==> src/rtl/decode_pkg.sv <==
// Shared constants for the decode stage: immediate-mode encodings and
// instruction field bit positions.
package decode_pkg;

  typedef enum logic [1:0] {
    IMM_SEXT  = 2'd0,
    IMM_ZEXT  = 2'd1,
    IMM_UPPER = 2'd2,
    IMM_RSVD  = 2'd3
  } imm_mode_e;

  localparam int RS_LSB      = 21;
  localparam int RT_LSB      = 16;
  localparam int IMM_LSB     = 0;
  localparam int IMM_W       = 16;
  localparam int FIELD_W     = 5;
  localparam int UPPER_SHIFT = 16;

endpackage

==> src/rtl/regfile.sv <==
// Register array with two asynchronous read ports and one synchronous write
// port; register 0 is hardwired to zero.
module regfile
  import decode_pkg::*;
#(
  parameter int XLEN = 32,
  parameter int NREG = 32,
  localparam int AW = $clog2(NREG)
) (
  input  logic            clk,
  input  logic            rst,
  input  logic [AW-1:0]   ra1,
  input  logic [AW-1:0]   ra2,
  output logic [XLEN-1:0] rd1,
  output logic [XLEN-1:0] rd2,
  input  logic            we,
  input  logic [AW-1:0]   wa,
  input  logic [XLEN-1:0] wd
);

  logic [XLEN-1:0] mem_r [NREG];

  // register array: cleared by reset, writes to address 0 dropped
  always_ff @(posedge clk) begin
    if (rst) begin
      for (int i = 0; i < NREG; i++) begin
        mem_r[i] <= {XLEN{1'b0}};
      end
    end else if (we && (wa != {AW{1'b0}})) begin
      mem_r[wa] <= wd;
    end
  end

  assign rd1 = (ra1 == {AW{1'b0}}) ? {XLEN{1'b0}} : mem_r[ra1];
  assign rd2 = (ra2 == {AW{1'b0}}) ? {XLEN{1'b0}} : mem_r[ra2];

endmodule

==> src/rtl/decode_stage.sv <==
// Decode stage: field extraction, operand read with write bypass, immediate
// extension and a one-entry valid/ready pipeline register.
module decode_stage
  import decode_pkg::*;
#(
  parameter int XLEN = 32,
  parameter int NREG = 32,
  localparam int AW = $clog2(NREG)
) (
  input  logic            clk,
  input  logic            rst,
  input  logic            in_valid,
  output logic            in_ready,
  input  logic [31:0]     ins,
  input  logic [1:0]      imm_mode,
  input  logic            wr_en,
  input  logic [AW-1:0]   wr_addr,
  input  logic [XLEN-1:0] wr_data,
  output logic            out_valid,
  input  logic            out_ready,
  output logic [XLEN-1:0] rd1,
  output logic [XLEN-1:0] rd2,
  output logic [XLEN-1:0] imm,
  output logic [AW-1:0]   rs_q,
  output logic [AW-1:0]   rt_q
);

  // extension is done at least 32 bits wide so the upper mode keeps its shape
  localparam int EW = (XLEN > 32) ? XLEN : 32;

  logic [AW-1:0]    rs_s;
  logic [AW-1:0]    rt_s;
  logic [IMM_W-1:0] imm16_s;
  logic [XLEN-1:0]  rf_rd1_s;
  logic [XLEN-1:0]  rf_rd2_s;
  logic [EW-1:0]    ext_s;
  logic [XLEN-1:0]  imm_s;
  logic             wr_nz_s;
  logic             take_s;
  logic             byp1_s;
  logic             byp2_s;
  logic             ref1_s;
  logic             ref2_s;

  logic             out_valid_r;
  logic [XLEN-1:0]  rd1_r;
  logic [XLEN-1:0]  rd2_r;
  logic [XLEN-1:0]  imm_r;
  logic [AW-1:0]    rs_q_r;
  logic [AW-1:0]    rt_q_r;

  assign rs_s    = ins[RS_LSB +: AW];
  assign rt_s    = ins[RT_LSB +: AW];
  assign imm16_s = ins[IMM_LSB +: IMM_W];

  regfile #(
    .XLEN(XLEN),
    .NREG(NREG)
  ) u_regfile (
    .clk(clk),
    .rst(rst),
    .ra1(rs_s),
    .ra2(rt_s),
    .rd1(rf_rd1_s),
    .rd2(rf_rd2_s),
    .we (wr_en),
    .wa (wr_addr),
    .wd (wr_data)
  );

  // immediate extension; the reserved mode behaves as sign-extend
  always_comb begin
    ext_s = {EW{1'b0}};
    case (imm_mode_e'(imm_mode))
      IMM_ZEXT:  ext_s = {{(EW-IMM_W){1'b0}}, imm16_s};
      IMM_UPPER: ext_s = {{(EW-IMM_W){1'b0}}, imm16_s} << UPPER_SHIFT;
      default:   ext_s = {{(EW-IMM_W){imm16_s[IMM_W-1]}}, imm16_s};
    endcase
  end

  assign imm_s    = ext_s[XLEN-1:0];
  assign in_ready = !out_valid_r || out_ready;
  assign take_s   = in_valid && in_ready;
  assign wr_nz_s  = wr_en && (wr_addr != {AW{1'b0}});
  assign byp1_s   = wr_nz_s && (wr_addr == rs_s);
  assign byp2_s   = wr_nz_s && (wr_addr == rt_s);
  assign ref1_s   = out_valid_r && wr_nz_s && (wr_addr == rs_q_r);
  assign ref2_s   = out_valid_r && wr_nz_s && (wr_addr == rt_q_r);

  // pipeline register: capture on transfer, drain on accept, refresh while stalled
  always_ff @(posedge clk) begin
    if (rst) begin
      out_valid_r <= 1'b0;
      rd1_r       <= {XLEN{1'b0}};
      rd2_r       <= {XLEN{1'b0}};
      imm_r       <= {XLEN{1'b0}};
      rs_q_r      <= {AW{1'b0}};
      rt_q_r      <= {AW{1'b0}};
    end else if (take_s) begin
      out_valid_r <= 1'b1;
      rd1_r       <= byp1_s ? wr_data : rf_rd1_s;
      rd2_r       <= byp2_s ? wr_data : rf_rd2_s;
      imm_r       <= imm_s;
      rs_q_r      <= rs_s;
      rt_q_r      <= rt_s;
    end else if (out_ready) begin
      out_valid_r <= 1'b0;
    end else begin
      if (ref1_s) begin
        rd1_r <= wr_data;
      end
      if (ref2_s) begin
        rd2_r <= wr_data;
      end
    end
  end

  assign out_valid = out_valid_r;
  assign rd1       = rd1_r;
  assign rd2       = rd2_r;
  assign imm       = imm_r;
  assign rs_q      = rs_q_r;
  assign rt_q      = rt_q_r;

endmodule

==> config.mk <==
export PLATFORM = sky130hd
export DESIGN_NAME = decode_stage
export DESIGN_NICKNAME = d
export VERILOG_FILES = /design/src/rtl/decode_pkg.sv /design/src/rtl/regfile.sv /design/src/rtl/decode_stage.sv
export SDC_FILE = /design/constraint.sdc
export NUM_CORES = 2
export LEC_CHECK = 0
export ABC_CLOCK_PERIOD_IN_PS = 7500
export CORE_ASPECT_RATIO = 0.7
export CORE_MARGIN = 4
export CORE_UTILIZATION = 55
export CTS_BUF_LIST = sky130_fd_sc_hd__clkbuf_8
export CTS_CLUSTER_SIZE = 16
export DETAILED_ROUTE_END_ITERATION = 8
export GPL_TIMING_DRIVEN = 0
export PLACE_DENSITY_LB_ADDON = 0.12
export SLEW_MARGIN = 10
export SYNTH_ARGS = -nofsm -noshare
export SYNTH_HDL_FRONTEND = slang
export SYNTH_HIERARCHICAL = 1
export SYNTH_SLANG_ARGS = --single-unit
==> constraint.sdc <==
create_clock -name clk -period 7.5 [get_ports clk]
set_input_delay 2.25 -clock clk [delete_from_list [all_inputs] [get_ports clk]]
set_output_delay 2.25 -clock clk [all_outputs]
set_load 0.03 [all_outputs]
==> run_results.csv <==
group,metric,value,unit
pwr,p_seq_frac,0.509,
critical_path,ff2ff_path_depth,7,
pwr,internal_power,10.6,mW
global_routing,antenna_found_initial,7,
global_routing,grt_pass1_vias,40200,
route,via_count,42600,
timing,fmax,0.156,GHz
timing,report.final.slew_viol_count,17,
synth,synth-main-ff-cell,"edfxtp_1",
pwr,ir_drop,0.175,mV
cts,cts_resized,0,
outcome,status,"finished, violations left",
critical_path,cp.buffers_inverters,4,
synth,netlist.area_leader.share,0.522,
placement,place_ws,625,ps
timing,worst_slew_pin_slew,1520,ps
cts,htree_levels,4,
die,core_area,0.106,mm2
critical_path,cp_max_fo,12,
critical_path,critPathLaunchType,"input port",
placement,dp_hpwl,161000,um
critical_path,cp-end-kind,"flip-flop",
synth,synthesis.instances,4050,
synth,ys_top_cells_by_count,"1024 x edfxtp_1, 996 x and2_1, 472 x mux4_2, 306 x clkbuf_1, 182 x mux2i_1",
synth,syn_area,0.0589,mm2
placement,gp_congestion,1.05,
global_routing,grt-ovfl-total,0,
global_routing,track_usage,0.405,
cells_and_area,num-nets-final,4518,
min_path,hold_depth,2,
critical_path,critPathTopFamily,"buffers and inverters",
route,vias_per_cell,7.08,
route,drc,0,
global_routing,grt_pass1_wl,310000,um
cells_and_area,multi_input_area,0.0241,mm2
cts,cts_setup_buffers,0,
timing,setup_viol,0,
cts,numCtsBuffers,176,
timing,fin_ws,1110,ps
die,die_w,399,um
timing,period_share,0.852,
timing,hold_ws,451,ps
cts,cts.sinks,1131,
timing,max-slew-margin-rel,-0.0126,
pwr,p_per_area,222,mW/mm2
route,ant_nets,0,
critical_path,cp.required,8300,ps
die,row_count,100,
synth,yosysTopAreaCell,"edfxtp_1",
critical_path,crit_arrival,7190,ps
route,routed_wirelength,229000,um
critical_path,critPathMaxStageDelay,1180,ps
synth,synth_seq_cells,1131,
pwr,cellLeakagePower,22.9,nW
die,die-area,0.112,mm2
critical_path,slowest_stage,"clkbuf_1",
timing,final_hold_viol_count,0,
pwr,pwr-share-comb,0.147,
timing,finalCriticalPeriod,6390,ps
flow_run,cap_violations,2,
placement,portBuffers,177,
pwr,p_clk_frac,0.344,
cells_and_area,drive_above_1_share,0.197,
pwr,p_total,14.7,mW
synth,ys_seq_area_frac,0.558,
timing,clock_skew,29.8,ps
cts,cts_max_path_buffers,3,
pwr,p_switching,4.10,mW
cts,cts_tree,"built",
synth,synthTopCellsByArea,"edfxtp_1 52%, mux4_2 18%, and2_1 11%",
synth,yosysWarningCount,6,
die,initial_core_util,0.554,
cts,cts_hold_buf,0,
min_path,hold_end,"imm[7]$_SDFFE_PP0N_",
route,drtPass1Iterations,8,
cells_and_area,fillers,8171,
critical_path,critPathMostFrequentCell,"clkbuf_1",
cts,clk-insertion-delay-late,910,ps
cells_and_area,fin_area,0.0660,mm2
global_routing,grt_max_degree,33,
critical_path,regToRegEndpoint,"rd1[28]$_SDFFE_PP0P_",
synth,ys_async_sr_fraction,0,
outcome,violations,"max-capacitance violations, max-slew violations",
critical_path,reg2reg_setup_slack,4290,ps
route,routedWlPerCell,38.1,um
critical_path,crit_type,"input port to flip-flop",
route,drt_iter0_markers,7660,
cells_and_area,syn_to_final_growth,12.1,%
critical_path,rr_startpoint,"out_valid$_SDFFE_PP0P_",
synth,yosysMostFrequentCell,"edfxtp_1",
placement,post_dp_cell_area,0.0627,mm2
critical_path,path_cells,"clkdlybuf4s50_1, buf_2, nor2b_1, clkbuf_1, clkbuf_1, a221oi_1, o21ai_0, nor4b_1, a21oi_1, a211oi_1",
synth,postSynthAreaPerCell,14.5,um2
min_path,worstHoldPathType,"flip-flop to flip-flop",
timing,rsz0062_at_grt,"false",
cells_and_area,regArea,0.0329,mm2
synth,synth_cell_types,56,
die,num_io_pins,184,
synth,synth_edf_count,1024,
min_path,hp-start,"imm[7]$_SDFFE_PP0N_",
pwr,p_sw_frac,0.280,
timing,tns,0,ps
cts,clock-root-buffer,"clkbuf_8",
cts,path_clk_slew,60,ps
die,fp.dieH,282,um
[worst min-delay path, stage by stage, from the launching register on]
cell and delay (ps):
dfxtp_1 310, nand2_1 50, a21oi_1 50
[per-stage QoR]
step	utilization	cells
6_report	0.621	6024
5_1_grt	0.621	6016
4_1_cts	0.621	6014
3_5_place_dp	0.589	5690
3_3_place_gp	0.588	5686
2_1_floorplan	-	4081
[sequential cells by signal, summed over array words and instances (netlist names)]
name,count
imm,32
out_valid,1
rd1,32
rd2,32
rs_q,5
rt_q,5
u_regfile/mem_r,1024
[worst max path at each step]
stage,startpoint,end,slack (ps),depth (start not counted)
after global routing,ins[19],rd2[24]$_SDFFE_PP0P_,1310,10
after detailed placement,ins[17],rd2[10]$_SDFFE_PP0P_,620,10
final,ins[19],rd2[24]$_SDFFE_PP0P_,1110,10
after global placement,ins[19],rd2[24]$_SDFFE_PP0P_,610,10
after CTS,out_ready,in_ready,1550,3
after floorplan,out_ready,in_ready,2640,1
[power groups by stage]
| stage | Combinational, mW | Clock [mW] | Sequential (mW) |
|---|---|---|---|
| floorplan | 1.15 | 0 | 7.56 |
| global placement | 2.04 | 0 | 7.56 |
| detailed placement | 2.07 | 0 | 7.57 |
| CTS | 2.07 | 5.04 | 7.44 |
| global route | 2.18 | 5.33 | 7.48 |
| finish | 2.16 | 5.04 | 7.46 |
[layer usage]
metal  global-route usage  vias to the layer above  part of all wire
met2                0.535                     4360              0.40
met1                0.552                    21200              0.36
met5              0.00540                        -           0.00036
met4                0.198                        2             0.057
met3                0.205                      731              0.19
li1                     -                    16300                 -
[cell type report]
cell class              count  share of cell area
well taps                1428              0.0271
inverters                   5            0.000284
repair buffers            181              0.0278
flip-flops and latches   1131               0.498
clock buffers             203              0.0423
diodes                     10            0.000379
multi-input cells        2507               0.365
plain buffers             438              0.0316
clock inverters           121             0.00786
[placed cells by master (no fill, tap or decap), drive strengths merged, types with 4 or more instances in the layout]
master / synthesis / final
a221oi: 4 / 4
a22oi: 26 / 26
a211oi: 61 / 61
nor2: 105 / 105
buf: 132 / 135
nand2: 72 / 72
nor3: 69 / 69
or2: 34 / 34
mux2: 30 / 30
o21ai: 6 / 6
mux4: 472 / 472
nor4: 6 / 6
a21oi: 87 / 87
or3b: 4 / 4
edfxtp: 1024 / 1024
clkdlybuf4s50: 0 / 177
nand3: 34 / 34
a22o: 51 / 51
o22ai: 103 / 103
clkinv: 0 / 54
diode: 0 / 10
and2: 996 / 996
inv: 5 / 68
xnor2: 20 / 20
clkbuf: 306 / 510
nand2b: 6 / 6
a2111oi: 55 / 55
nand3b: 5 / 5
dfxtp: 107 / 107
mux2i: 182 / 182
nor2b: 15 / 15
conb: 1 / 32
a32o: 4 / 4
[cells by family (layout without fill, tap and decap cells)]
kind of cell / count (synthesis) / in the layout / share of synthesized area
buffers and inverters: 443 / 948 / 0.0355
flip-flops: 1131 / 1131 / 0.558
AO/OA/AOI/OAI: 407 / 407 / 0.0497
other: 1 / 42 / 0.0000637
adder cells (fa/ha/maj): 2 / 2 / 0.000425
AND/OR/NAND/NOR: 1362 / 1362 / 0.136
XOR/XNOR: 20 / 20 / 0.00297
multiplexers: 684 / 684 / 0.217
Note: power is estimated with default switching activity, not from simulation.
